--- src/rtl/serial_add_acc.sv ---
// serial_add_acc: bit-serial adder/subtractor with a registered running carry.
// Operand bits arrive LSB first. The assembled word leaves together with
// carry-out and signed overflow.
//
// Handshake semantics, applied to both sides:
// - A transfer happens on a rising clk edge where valid & ready are both high.
// - A producer holds valid and its data stable until the transfer happens.
// - ready never depends on valid. in_ready depends only on the state register.
module serial_add_acc #(
    parameter int WIDTH  = 8,
    parameter bit SUB_EN = 1'b0
) (
    input  logic             clk,
    input  logic             rst_n,
    input  logic             clr,
    input  logic             in_valid,
    output logic             in_ready,
    input  logic             in_a,
    input  logic             in_b,
    output logic             out_valid,
    input  logic             out_ready,
    output logic [WIDTH-1:0] out_sum,
    output logic             out_cout,
    output logic             out_ovf,
    output logic             busy
);

    localparam int            CW   = $clog2(WIDTH) + 1;
    localparam logic [CW-1:0] LAST = CW'(WIDTH - 1);

    typedef enum logic [1:0] {
        IDLE = 2'd0,
        RUN  = 2'd1,
        HOLD = 2'd2
    } state_t;

    state_t           state_q, state_d;
    logic [CW-1:0]    count_q, count_d;
    logic             carry_q, carry_d;
    logic [WIDTH-1:0] shift_q, shift_d;
    logic [WIDTH-1:0] sum_q, sum_d;
    logic             cout_q, cout_d;
    logic             ovf_q, ovf_d;
    logic             out_valid_q, out_valid_d;

    logic             accept;
    logic             b_eff;
    logic             s_bit;
    logic             c_next;
    logic [WIDTH-1:0] shift_next;

    // One full-adder cell on the current bit pair. Subtraction inverts b
    // here; the carry register supplies the +1 seed at the start of each word.
    always_comb begin
        in_ready   = (state_q != HOLD);
        accept     = in_valid & in_ready;
        b_eff      = in_b ^ SUB_EN;
        s_bit      = in_a ^ b_eff ^ carry_q;
        c_next     = (in_a & b_eff) | (in_a & carry_q) | (b_eff & carry_q);
        shift_next = {s_bit, shift_q[WIDTH-1:1]};
    end

    // Next-state logic. clr has priority over both handshakes.
    always_comb begin
        state_d     = state_q;
        count_d     = count_q;
        carry_d     = carry_q;
        shift_d     = shift_q;
        sum_d       = sum_q;
        cout_d      = cout_q;
        ovf_d       = ovf_q;
        out_valid_d = out_valid_q;
        if (clr) begin
            state_d     = IDLE;
            count_d     = '0;
            carry_d     = SUB_EN;
            shift_d     = '0;
            out_valid_d = 1'b0;
        end else begin
            case (state_q)
                IDLE, RUN: begin
                    if (accept) begin
                        shift_d = shift_next;
                        if (count_q == LAST) begin
                            // The last bit completes the word. Overflow is the
                            // carry into the MSB XOR the carry out of the MSB.
                            sum_d       = shift_next;
                            cout_d      = c_next;
                            ovf_d       = carry_q ^ c_next;
                            out_valid_d = 1'b1;
                            state_d     = HOLD;
                            count_d     = '0;
                            carry_d     = SUB_EN;
                        end else begin
                            count_d = count_q + CW'(1);
                            carry_d = c_next;
                            state_d = RUN;
                        end
                    end
                end
                HOLD: begin
                    if (out_ready) begin
                        out_valid_d = 1'b0;
                        state_d     = IDLE;
                    end
                end
                default: state_d = IDLE;
            endcase
        end
    end

    // State and datapath registers. Reset is asynchronous.
    always_ff @(posedge clk or negedge rst_n) begin
        if (!rst_n) begin
            state_q     <= IDLE;
            count_q     <= '0;
            carry_q     <= SUB_EN;
            shift_q     <= '0;
            sum_q       <= '0;
            cout_q      <= 1'b0;
            ovf_q       <= 1'b0;
            out_valid_q <= 1'b0;
        end else begin
            state_q     <= state_d;
            count_q     <= count_d;
            carry_q     <= carry_d;
            shift_q     <= shift_d;
            sum_q       <= sum_d;
            cout_q      <= cout_d;
            ovf_q       <= ovf_d;
            out_valid_q <= out_valid_d;
        end
    end

    // Output drive from the registers.
    always_comb begin
        out_valid = out_valid_q;
        out_sum   = sum_q;
        out_cout  = cout_q;
        out_ovf   = ovf_q;
        busy      = (count_q != '0) | out_valid_q;
    end

endmodule

--- config.mk ---
export PLATFORM = sky130hd
export DESIGN_NAME = serial_add_acc
export DESIGN_NICKNAME = d
export VERILOG_FILES = /design/src/rtl/serial_add_acc.sv
export SDC_FILE = /design/constraint.sdc
export NUM_CORES = 1
export LEC_CHECK = 0
export BUFFER_PORTS_ARGS = -buffer_cell sky130_fd_sc_hd__buf_4
export CAP_MARGIN = 20
export CORE_MARGIN = 2
export CORE_UTILIZATION = 55
export CTS_CLUSTER_SIZE = 24
export DETAILED_ROUTE_END_ITERATION = 12
export PLACE_DENSITY_LB_ADDON = 0.15
export SYNTH_ARGS = -nofsm -noshare
export SYNTH_HDL_FRONTEND = slang
export SYNTH_SLANG_ARGS = --single-unit
--- constraint.sdc ---
create_clock -name clk -period 2.3 [get_ports clk]
set_input_delay 0.23 -clock clk [delete_from_list [all_inputs] [get_ports clk]]
set_output_delay 0.23 -clock clk [all_outputs]
set_load 0.1 [all_outputs]
==> results of run 1 <==
-- registers in the layout, summed over array words and instances, names as in the netlist --
signal     count
state_q        2
out_valid      1
out_sum        8
out_cout       1
out_ovf        1
shift_q        7
carry_q        1
count_q        4
-- critical path: cells and delay by family (launching register included) --
family	cells	cell delay (ps)
DFF	1	440
and+or+nand+nor	1	440
buffers and inverters	2	320
adders and majority gates	1	160
-- worst paths after layout --
| path | from | to | slack [ps] | cells past startpoint |
|---|---|---|---|---|
| min in group asynchronous | rst_n | out_sum[0]$_DFFE_PN0P_ | 360 | 2 |
| worst max register to register | count_q[1]$_DFFE_PN0P_ | out_sum[5]$_DFFE_PN0P_ | 580 | 4 |
| worst min register to register | out_sum[6]$_DFFE_PN0P_ | out_sum[6]$_DFFE_PN0P_ | 500 | 1 |
| max in group asynchronous | rst_n | out_sum[5]$_DFFE_PN0P_ | 1700 | 2 |
| worst min-delay path | out_ready | state_q[1]$_DFFE_PN0P_ | 100 | 2 |
| worst max-delay path | count_q[0]$_DFFE_PN0P_ | busy | 420 | 4 |
-- per-stage QoR --
step           hold WS [ps]  std cells  cell area (sq um)  setup slack [ps]
6_report                100        147               1310               419
5_1_grt                99.8        147               1310               319
4_1_cts                87.5        147               1310               402
3_5_place_dp            152        142               1280               585
3_3_place_gp            145        142               1280               642
2_1_floorplan         -65.6        100               1120               295
-- repair_timing --
| item | in CTS | in global routing |
|---|---|---|
| hold buffers | 1 | 0 |
| gates resized for setup | 0 | 0 |
| buffers inserted | 0 | 0 |
| endpoints found under the hold margin | 25 | 0 |
-- area by class of cell --
class                      count  area share
timing repair buffer          20       0.116
clock buffer                   4      0.0200
sequential                    25       0.477
inverter                       8      0.0229
multi-input combinational     63       0.338
tap                           27      0.0257
-- logic make-up (layout without fill, tap and decap cells) --
kind of cell             count (synthesis)  in the layout
AND/OR/NAND/NOR                         33             33
buffers and inverters                   12             32
multiplexers                            10             10
XOR/XNOR                                 2              2
adder cells (fa/ha/maj)                  3              3
AO/OA/AOI/OAI                           15             15
flip-flops                              25             25
-- synth_stat cells --
cell,n,area share
a2111oi_0,1,0.0078
a211oi_1,1,0.0067
a21oi_1,10,0.044
and3b_1,1,0.0078
buf_2,2,0.0089
buf_6,1,0.010
clkbuf_1,1,0.0033
dfrtp_1,25,0.56
fa_1,1,0.018
ha_1,2,0.022
inv_1,8,0.027
mux2_1,2,0.020
mux2_4,6,0.080
mux2i_1,2,0.018
nand2_1,17,0.057
nand2b_1,2,0.011
nand3_1,1,0.0044
nand3_2,1,0.0089
nand3b_1,1,0.0067
nor2_1,4,0.013
nor2b_1,2,0.011
o21ai_0,1,0.0044
o21ai_1,1,0.0044
o31ai_1,1,0.0067
or3_1,2,0.011
or4_1,1,0.0067
or4b_1,1,0.0089
xnor2_1,1,0.0078
xor2_1,1,0.0078
-- layer usage --
layer | share of wire | GRT usage | vias to the layer above
met5 | 0 | 0 | -
met4 | 0.0048 | 0.0667 | 0
met3 | 0.037 | 0.0276 | 2
met2 | 0.53 | 0.331 | 18
met1 | 0.43 | 0.234 | 364
li1 | - | - | 376
-- report_power, final --
group          switching (mW)  internal (mW)  leakage (nW)  total, mW
Clock                   0.119         0.0675        0.0150      0.187
Sequential            0.00628          0.447         0.334      0.453
Combinational          0.0517         0.0252         0.331     0.0769
==> impl_metrics.tcl, run 1 <==
set metrics [dict create \
    status "finished, final reports clean" \
    regArea_sq_um 626 \
    fillers 159 \
    end_kind "output port" \
    antenna_found_initial 0 \
    finalSetupViolCount 0 \
    syn_avg_cell_area_sq_um 11.2 \
    most-common-layout-cells "dfrtp_1 (25), buf_4 (19), nand2_1 (17)" \
    fp.dieH_um 49.2 \
    fin_nets 131 \
    firstDrtPassIters 4 \
    vias 760 \
    dieArea_sq_um 2420 \
    drive_gt1_frac 0.242 \
    gp_congestion 0.778 \
    netlist_instances 100 \
    io_buffers 19 \
    ys_ff_latch 25 \
    multi_input_area_sq_um 444 \
    critPathSlowestCell "dfrtp_1" \
    wl_mm 1.89 \
    cts_tree "built" \
    root_buffer "clkbuf_4" \
    fin_util 0.676 \
    die_w_um 49.2 \
    coreArea_sq_um 1940 \
    p_per_area_nw_per_um2 546 \
    hold_viol_final 0 \
    wire_per_inst_um 12.8 \
    grt_max_degree 26 \
    cts_max_level 1 \
    clk_pin_slew_worst_paths_ps 130 \
    synth_top_family_by_area "simple AND/OR/NAND/NOR gates" \
    via_per_inst 5.17 \
    synth_nets 110 \
    antenna_left 0 \
    clock_sinks 25 \
    arrival_ps 1650 \
    power_mw 0.717 \
    grtUsageTotal 0.188 \
    final_common_cell "dfrtp_1" \
    max_slew_margin 0.599 \
    synth-compound-area-share 0.0745 \
    drc_errors 0 \
    synth-simple-area-share 0.147 \
    period_share 0.818 \
    synth-adder-area-share 0.0400 \
    cp_cell_sequence "inv_1 > ha_1 > or4b_1 > buf_4" \
    muxShareOfSynthArea 0.118 \
    cp.required_ps 2070 \
    tightest_slew_ps 600 \
    final.setup.tns_ps 0 \
    row_count 16 \
    fmax_mhz 532 \
    synth.cell_area_sq_um 1120 \
    yosys.area_share.xor_xnor 0.0156 \
    clock_skew_ps 1.64 \
    diodes 0 \
    clockBufferDepth 2 \
    slowest_delay_ps 440 \
    drv_slew 0 \
    vdd_drop_max_v 0.000357 \
    grt_pass1_wl_mm 3.49 \
    cp-start-kind "register" \
    leakage_nw 0.680 \
    start_util 0.579 \
    yosys_warnings 0 \
    worstSetupPathType "reg -> out" \
    drv_cap 0 \
    area_growth_pct 16.7 \
    rsz0062_at_grt "no" \
    ios 20 \
    seq_area_frac_synth 0.556 \
    drtIter0Drc 7 \
    synth.distinct_cells 29 \
    crit_fanout 5 \
    min_period_ps 1880 \
    grt_pass1_vias 834 \
    cts_buffers 3 \
    insertion_delay_ps 300 \
    hp-class "in -> reg" \
    grt_overflow 0 \
]
Power figures use the tool's default switching activity.
==> inputs of run 2 (changes only) <==
--- a/config.mk
+++ b/config.mk
@@ -8,7 +8,7 @@
 export BUFFER_PORTS_ARGS = -buffer_cell sky130_fd_sc_hd__buf_4
 export CAP_MARGIN = 20
 export CORE_MARGIN = 2
-export CORE_UTILIZATION = 55
+export CORE_UTILIZATION = 53
 export CTS_CLUSTER_SIZE = 24
 export DETAILED_ROUTE_END_ITERATION = 12
 export PLACE_DENSITY_LB_ADDON = 0.15
==> constraint.sdc (replaced) <==
create_clock -name clk -period 1.8 [get_ports clk]
set_input_delay 0.18 -clock clk [delete_from_list [all_inputs] [get_ports clk]]
set_output_delay 0.18 -clock clk [all_outputs]
set_load 0.1 [all_outputs]
==> run 2 against run 1 <==
Design area increased by 4.0%. Power increased by 32%. Critical path depth unchanged. Non-clock buffer count increased by 5. Clock skew increased by 4.6 ps.
==> impl_metrics.tcl, run 2 (synthesized netlist as in run 1, its figures left out) <==
set metrics [dict create \
    end_kind "output port" \
    cts_buffers 3 \
    fp.dieH_um 50.1 \
    cp.required_ps 1620 \
    root_buffer "clkbuf_4" \
    drv_slew 0 \
    leakage_nw 0.705 \
    drive_gt1_frac 0.288 \
    dp_slack_ps 240 \
    most-common-layout-cells "dfrtp_1 (25), buf_4 (23), nand2_1 (17)" \
    wire_per_inst_um 12.7 \
    largest_register_ffs 8 \
    worst_r2r_path_depth 6 \
    drv_cap 0 \
    r2r_start "count_q[0]$_DFFE_PN0P_" \
    grt_overflow 0 \
    holdPathStages 2 \
    drc_errors 0 \
    p_per_area_nw_per_um2 696 \
    grt_pass1_vias 793 \
    vdd_drop_max_v 0.000579 \
    cp-start-kind "register" \
    drtIter0Drc 12 \
    die_w_um 50.1 \
    diodes 0 \
    clock_skew_ps 6.28 \
    worstSetupPathType "reg -> out" \
    dieArea_sq_um 2510 \
    firstDrtPassIters 4 \
    whs_endpoint "state_q[1]$_DFFE_PN0P_" \
    hp-start "out_ready" \
    p_seq_frac 0.609 \
    crit_fanout 4 \
    swShare 0.263 \
    postPlaceCellArea_sq_um 1310 \
    fillers 160 \
    grt_pass1_wl_mm 3.48 \
    cts_max_level 1 \
    antenna_found_initial 0 \
    clock_sinks 25 \
    area_growth_pct 21.4 \
    fin_ws_ps 8.68 \
    io_buffers 19 \
    rsz0062_at_grt "yes" \
    antenna_left 0 \
    min_period_ps 1790 \
    clockBufferDepth 2 \
    pwr-share-comb 0.120 \
    insertion_delay_ps 320 \
    start_util 0.568 \
    cts_tree "built" \
    clk_pin_slew_worst_paths_ps 140 \
    hp-class "in -> reg" \
    ios 20 \
    dp_hpwl_mm 1.42 \
    status "finished, final reports clean" \
    power.switching_mw 0.250 \
    clkPwrFrac 0.271 \
    hold_viol_final 0 \
    final_common_cell "dfrtp_1" \
    row_count 16 \
    vias 780 \
    p_int_mw 0.700 \
    period_share 0.995 \
    tightest_slew_ps 428 \
    grt_max_degree 26 \
    grtUsageTotal 0.186 \
    power_mw 0.950 \
    rrSetupSlack_ps 150 \
    gp_congestion 0.719 \
    wl_mm 1.93 \
    max_slew_margin 0.708 \
    fin_area_sq_um 1370 \
    finalSetupViolCount 0 \
    reg2reg_to "out_sum[0]$_DFFE_PN0P_" \
    coreArea_sq_um 1980 \
    fin_nets 136 \
    arrival_ps 1610 \
    fin_util 0.689 \
    via_per_inst 5.13 \
    fmax_mhz 558 \
]
## run 2: cell count changes in the layout (fill, tap and decap cells not counted)
cell | previous run | this run
buf_4 | 19 | 23
buf_8 | 0 | 1
clkbuf_1 | 1 | 0
clkinvlp_4 | 0 | 1
or4b_1 | 1 | 0
or4b_4 | 0 | 1
## run 2: worst max-delay path by stage
stage                                start                endpoint  depth (start not counted)
floorplan            out_valid$_DFFE_PN0P_                    busy                          1
CTS                 count_q[1]$_DFFE_PN0P_                    busy                          4
global placement    count_q[0]$_DFFE_PN0P_  out_sum[2]$_DFFE_PN0P_                          5
finish              count_q[1]$_DFFE_PN0P_                    busy                          4
global route        count_q[1]$_DFFE_PN0P_                    busy                          4
detailed placement  count_q[0]$_DFFE_PN0P_  out_sum[0]$_DFFE_PN0P_                          5
## run 2: what timing repair did
action,CTS,global route
hold endpoints to repair,25,0
endpoints found under the setup margin,1,1
hold buffers,1,0
resized for setup,1,1
setup buffers,1,0
## run 2: through the flow
stage	hold WS (ps)	TNS, ps	instances
final	30.4	0	152
after floorplan	-116	0	100
after detailed placement	97.6	0	146
after global routing	15.5	-60.1	152
after CTS	29.2	0	152
after global placement	97.6	0	146
## run 2: critical path, stage by stage, from the launching register on
cell,delay [ps]
dfrtp_1,430
inv_1,60
ha_1,140
or4b_4,460
buf_8,190
## run 2: per-layer routing
metal  vias to the layer above  wire length (um)  global-route usage
met2                        18               923               0.298
li1                        382                 -                   -
met1                       376               904               0.252
met5                         -                 0                   0
met3                         4                71              0.0303
met4                         0                25              0.0694
## run 2: layout make-up
type                            instances  area (sq um)  share of cell area
Clock buffer                            3          22.5              0.0165
Sequential cell                        25           626               0.458
Timing Repair Buffer                   25           198               0.145
Clock inverter                          1          7.51             0.00550
Inverter                                8          30.0              0.0220
Multi-Input combinational cell         63           448               0.328
Tap cell                               27          33.8              0.0247
## run 2: power by group through the flow
stage               Sequential, mW  Clock [mW]  Combinational [mW]
floorplan                    0.591           0              0.0623
global placement             0.590           0               0.103
detailed placement           0.590           0               0.106
CTS                          0.579       0.267               0.114
global route                 0.580       0.284               0.127
finish                       0.579       0.257               0.114
